$ cat config.mk
export PLATFORM = sky130hd
export DESIGN_NAME = servo_pwm_gen
export DESIGN_NICKNAME = d
export VERILOG_FILES = /design/src/rtl/servo_pkg.sv /design/src/rtl/servo_tick_div.sv /design/src/rtl/servo_pwm_gen.sv
export SDC_FILE = /design/constraint.sdc
export NUM_CORES = 1
export LEC_CHECK = 0
export CAP_MARGIN = 25
export CORE_ASPECT_RATIO = 2
export CORE_MARGIN = 5
export CORE_UTILIZATION = 40
export CTS_BUF_LIST = sky130_fd_sc_hd__clkbuf_8
export DETAILED_ROUTE_END_ITERATION = 10
export GPL_TIMING_DRIVEN = 0
export PLACE_DENSITY = 0.69
export SYNTH_ARGS = -nofsm -noshare
export SYNTH_HDL_FRONTEND = slang
export SYNTH_HIERARCHICAL = 1
export SYNTH_SLANG_ARGS = --single-unit
$ cat constraint.sdc
create_clock -name clk -period 3.97 [get_ports clk]
set_clock_uncertainty 0.2 [all_clocks]
set_input_delay 0.5955 -clock clk [delete_from_list [all_inputs] [get_ports clk]]
set_output_delay 0.5955 -clock clk [all_outputs]
set_load 0.03 [all_outputs]
$ cat src/rtl/servo_pkg.sv
// Shared widths, frame constants and types for the servo PWM generator.
// PWM_W sets the frame length (2^PWM_W ticks); DIV_W sets the prescaler range.
package servo_pkg;

    localparam int PWM_W = 8;
    localparam int DIV_W = 16;
    localparam int SERVO_FRAME_TICKS = 1 << PWM_W;

    typedef logic [PWM_W-1:0] duty_t;
    typedef logic [DIV_W-1:0] div_t;

    // Last tick index of a frame; a tick here rolls the frame over.
    localparam duty_t FRAME_LAST = duty_t'(SERVO_FRAME_TICKS - 1);

endpackage

$ cat src/rtl/servo_tick_div.sv
// Prescaler: emits a one-clock tick every max(divClk,1) clocks.
// Ports: clk, resetb (async, active-high), divClk (clocks per tick), tick.
module servo_tick_div
    import servo_pkg::*;
(
    input  logic             clk,
    input  logic             resetb,
    input  logic [DIV_W-1:0] divClk,
    output logic             tick
);

    div_t cnt;
    div_t last;

    // divClk of 0 behaves as 1: wrap on every clock.
    assign last = (divClk == '0) ? '0 : divClk - div_t'(1);

    // >= rather than == so a divisor lowered below the current count
    // wraps on the next clock instead of running the counter round.
    assign tick = (cnt >= last);

    always_ff @(posedge clk or posedge resetb) begin
        if (resetb) begin
            cnt <= '0;
        end else if (tick) begin
            cnt <= '0;
        end else begin
            cnt <= cnt + div_t'(1);
        end
    end

endmodule

$ cat src/rtl/servo_pwm_gen.sv
// Hobby-servo PWM: 2^PWM_W ticks per frame, pwm high for setPwm ticks.
// Ports: clk, resetb (async, active-high), setPwm, divClk, pwm (registered).
module servo_pwm_gen
    import servo_pkg::*;
(
    input  logic             clk,
    input  logic             resetb,
    input  logic [PWM_W-1:0] setPwm,
    input  logic [DIV_W-1:0] divClk,
    output logic             pwm
);

    logic  tick;
    logic  first;
    logic  frame_end;
    duty_t frame_cnt;
    duty_t duty_q;
    duty_t duty_eff;

    servo_tick_div u_div (
        .clk    (clk),
        .resetb (resetb),
        .divClk (divClk),
        .tick   (tick)
    );

    assign frame_end = tick && (frame_cnt == FRAME_LAST);

    // On the first clock after reset the latch is still loading, so
    // compare against setPwm directly to give that frame a full pulse.
    assign duty_eff = first ? setPwm : duty_q;

    always_ff @(posedge clk or posedge resetb) begin
        if (resetb) begin
            frame_cnt <= '0;
            duty_q    <= '0;
            first     <= 1'b1;
            pwm       <= 1'b0;
        end else begin
            first <= 1'b0;
            if (tick) begin
                frame_cnt <= frame_cnt + duty_t'(1);
            end
            // Duty only moves at a frame boundary: no runt pulses.
            if (first || frame_end) begin
                duty_q <= setPwm;
            end
            pwm <= (frame_cnt < duty_eff);
        end
    end

endmodule

==> impl_metrics.yaml <==
place:
  place.gp.congestion: 0.8217
  dp_hpwl_um: 4414
  post-place-ws_ns: -1.096
  io_buffers: 26
clock_tree:
  cts_tree: "done"
  holdBufCountCts: 0
  cts.sinks: 34
  cts.reportedPaths.clkPinSlew_ns: 0.07
  htreeDepth: 2
  insertion_delay_ns: 0.29
  clockRootBuffer: "clkbuf_8"
  cts_made_buffers: 5
  clk_path_buf_depth: 2
logic_synthesis:
  ys.flop_type: "dfrtp_1"
  synth_area_per_cell_um2: 9.846
  syn_nets: 305
  synth_seq_cells: 34
  yosysWarnings: 6
  synthCells: 252
  syn_area_um2: 2481
  synth_top_area_share: 0.3328
  synthTopCellsByArea: "dfrtp_1 (33%), ha_1 (14%), xnor2_1 (5.6%)"
  synth_edf_count: 0
  ys_seq_area_frac: 0.3434
  synth_cell_types: 50
  synth_most_common_cell: "dfrtp_1"
  ys_async_sr_fraction: 1.000
  yosys.area.top_type: "dfrtp_1"
  synthTopCellsByCount: "dfrtp_1 (33), nand2_1 (28), ha_1 (27), nor4_1 (17), xnor2_1 (16)"
timing:
  setup_viol: 0
  slew_viol_final: 0
  period_minus_slack_ns: 3.871
  period_share: 0.9749
  finalHoldViolations: 0
  relSlewSlack: 0.5429
  maxClockFrequency_ghz: 0.2584
  whs_ns: 0.3098
  worst_slew_pin_slew_ns: 0.6849
  timing.final.ws_setup_ns: 0.09948
global_route:
  grt_pass1_wl_um: 9666
  grt_max_degree: 19
  grt.total_usage: 0.1542
  grt_pass1_vias: 2211
  gr-total-overflow: 0
  antenna_found_initial: 0
floorplanning:
  initial_utilization: 0.4131
  io_pins: 27
  die_y_um: 121.4
  placementRows: 40
  dieArea_um2: 7973
  core_area_um2: 6006
  die_w_um: 65.69
run_status:
  status: "complete, no violations"
routing:
  via_count: 2112
  wire_per_inst_um: 15.52
  drt_first_pass_iters: 4
  drt_wl_total_um: 5680
  ant_nets: 0
  drc_errors: 0
  drt_iter0_drc: 84
  routed_via_density: 5.770
pwr:
  p_switching_w: 0.0004359
  clock_power_share: 0.222
  peakVddDrop_uv: 166.7
  p_per_area_nw_per_um2: 385.5
  leakagePower_nw: 1.402
  combPwrFrac: 0.337
  p_int_w: 0.0007684
  fin_total_pwr_w: 0.001204
  power_frac_seq: 0.441
  p_sw_frac: 0.3620
critical_path:
  end_kind: "flop"
  cp-start-kind: "input port"
  critPathArrivalTime_ns: 3.85
  worstPathMaxFanout: 8
  required_ns: 3.94
  worst_r2r_path_depth: 10
  path_class: "in2reg"
flow_run:
  cap_violations: 0
finish:
  drive_gt1_frac: 0.2211
  nets: 355
  syn_to_final_growth_pct: 25.92
  antenna_cells: 0
hold_path:
  whs_path_depth: 1
  hp-class: "reg2reg"
[placed cells by master (no fill, tap or decap), types with 4 or more instances in the layout]
cell type / n
dlygate4sd2_1: 4
inv_1: 4
mux2_2: 10
clkbuf_1: 4
nand2_1: 28
buf_4: 15
a21oi_1: 7
mux2i_1: 9
xor2_1: 12
clkdlybuf4s50_1: 13
nand3_1: 10
clkbuf_2: 4
nor2_1: 9
dfrtp_1: 33
clkbuf_8: 7
nand4_1: 9
nor3_1: 4
nor4_1: 16
xnor2_1: 16
ha_1: 27
o21ai_0: 5
[critical path, cell delays in order]
cell and delay, ns:
clkdlybuf4s15_2 0.21, nor4_4 0.27, and4bb_2 0.27, nand3b_1 0.17, buf_4 0.19, buf_4 0.12
o21ai_1 0.07, ha_1 0.27, nand4_1 0.12, nor2_1 0.09, a21o_2 0.24, or3_4 0.38
and4_4 0.18, a31oi_4 0.20, buf_12 0.14, mux2_2 0.33
[power by group through the flow]
stage                     Combinational, W  Sequential, W  Clock [W]
after floorplan                   0.000289       0.000504          0
after global placement            0.000366       0.000533          0
after detailed placement          0.000387       0.000536          0
after CTS                         0.000402       0.000530   0.000277
after global routing              0.000463       0.000544   0.000286
final                             0.000406       0.000531   0.000267
[metrics by stage]
stage	instances	area, µm²	TNS, ns	utilization
2_1_floorplan	252	2529	-0.07319	-
3_3_place_gp	341	2868	-17.06	0.4775
3_5_place_dp	341	2868	-16.79	0.4775
4_1_cts	363	3110	0	0.5179
5_1_grt	366	3124	-0.0006994	0.5202
6_report	366	3124	0	0.5202
[routing by layer]
metal	GRT usage	routed length (µm)	share of wire	up-vias
met5	0	0	0	-
li1	-	-	-	1039
met3	0.01576	192	0.034	17
met2	0.3105	3269	0.58	53
met4	0.07792	209	0.037	0
met1	0.1429	2009	0.35	1003
[final timing paths]
check | start | end | slack, ns
max in group asynchronous | resetb | frame_cnt[1] | 2.59
worst max-delay path | divClk[8] | duty_q[2] | 0.1
worst min-delay path | duty_q[0] | duty_q[0] | 0.31
worst max register to register | u_div/cnt[0] | duty_q[2] | 1.05
worst min register to register | duty_q[0] | duty_q[0] | 0.31
min in group asynchronous | resetb | u_div/cnt[5] | 0.52
[cell type report]
type | instances | area (µm²)
buffer | 6 | 33.78
clock buffer | 6 | 82.58
tap | 63 | 78.83
multi-input combinational | 207 | 1669
clock inverter | 2 | 12.51
inverter | 5 | 18.77
timing repair buffer | 43 | 376.6
sequential | 34 | 852.1
fill | 560 | 2882
[cell families after synthesis]
group	share of synthesized area
simple gates	0.2446
flops	0.3434
mux	0.08170
buf+inv	0.01715
fa+ha+maj	0.1362
compound gates	0.07665
other cells	0.001511
xor+xnor	0.09884
[sequential cells by signal, indices dropped and copies added (netlist names)]
name and cells:
duty_q 8, first 1, frame_cnt 8, pwm 1, u_div/cnt 16
[repair_timing]
action	CTS	global route
endpoints found under the hold margin	0	0
pin swaps	13	14
cloned	1	0
setup buffers	13	3
resized for setup	24	15
setup endpoints to repair	26	8
Note: power is estimated with default switching activity, not from simulation.
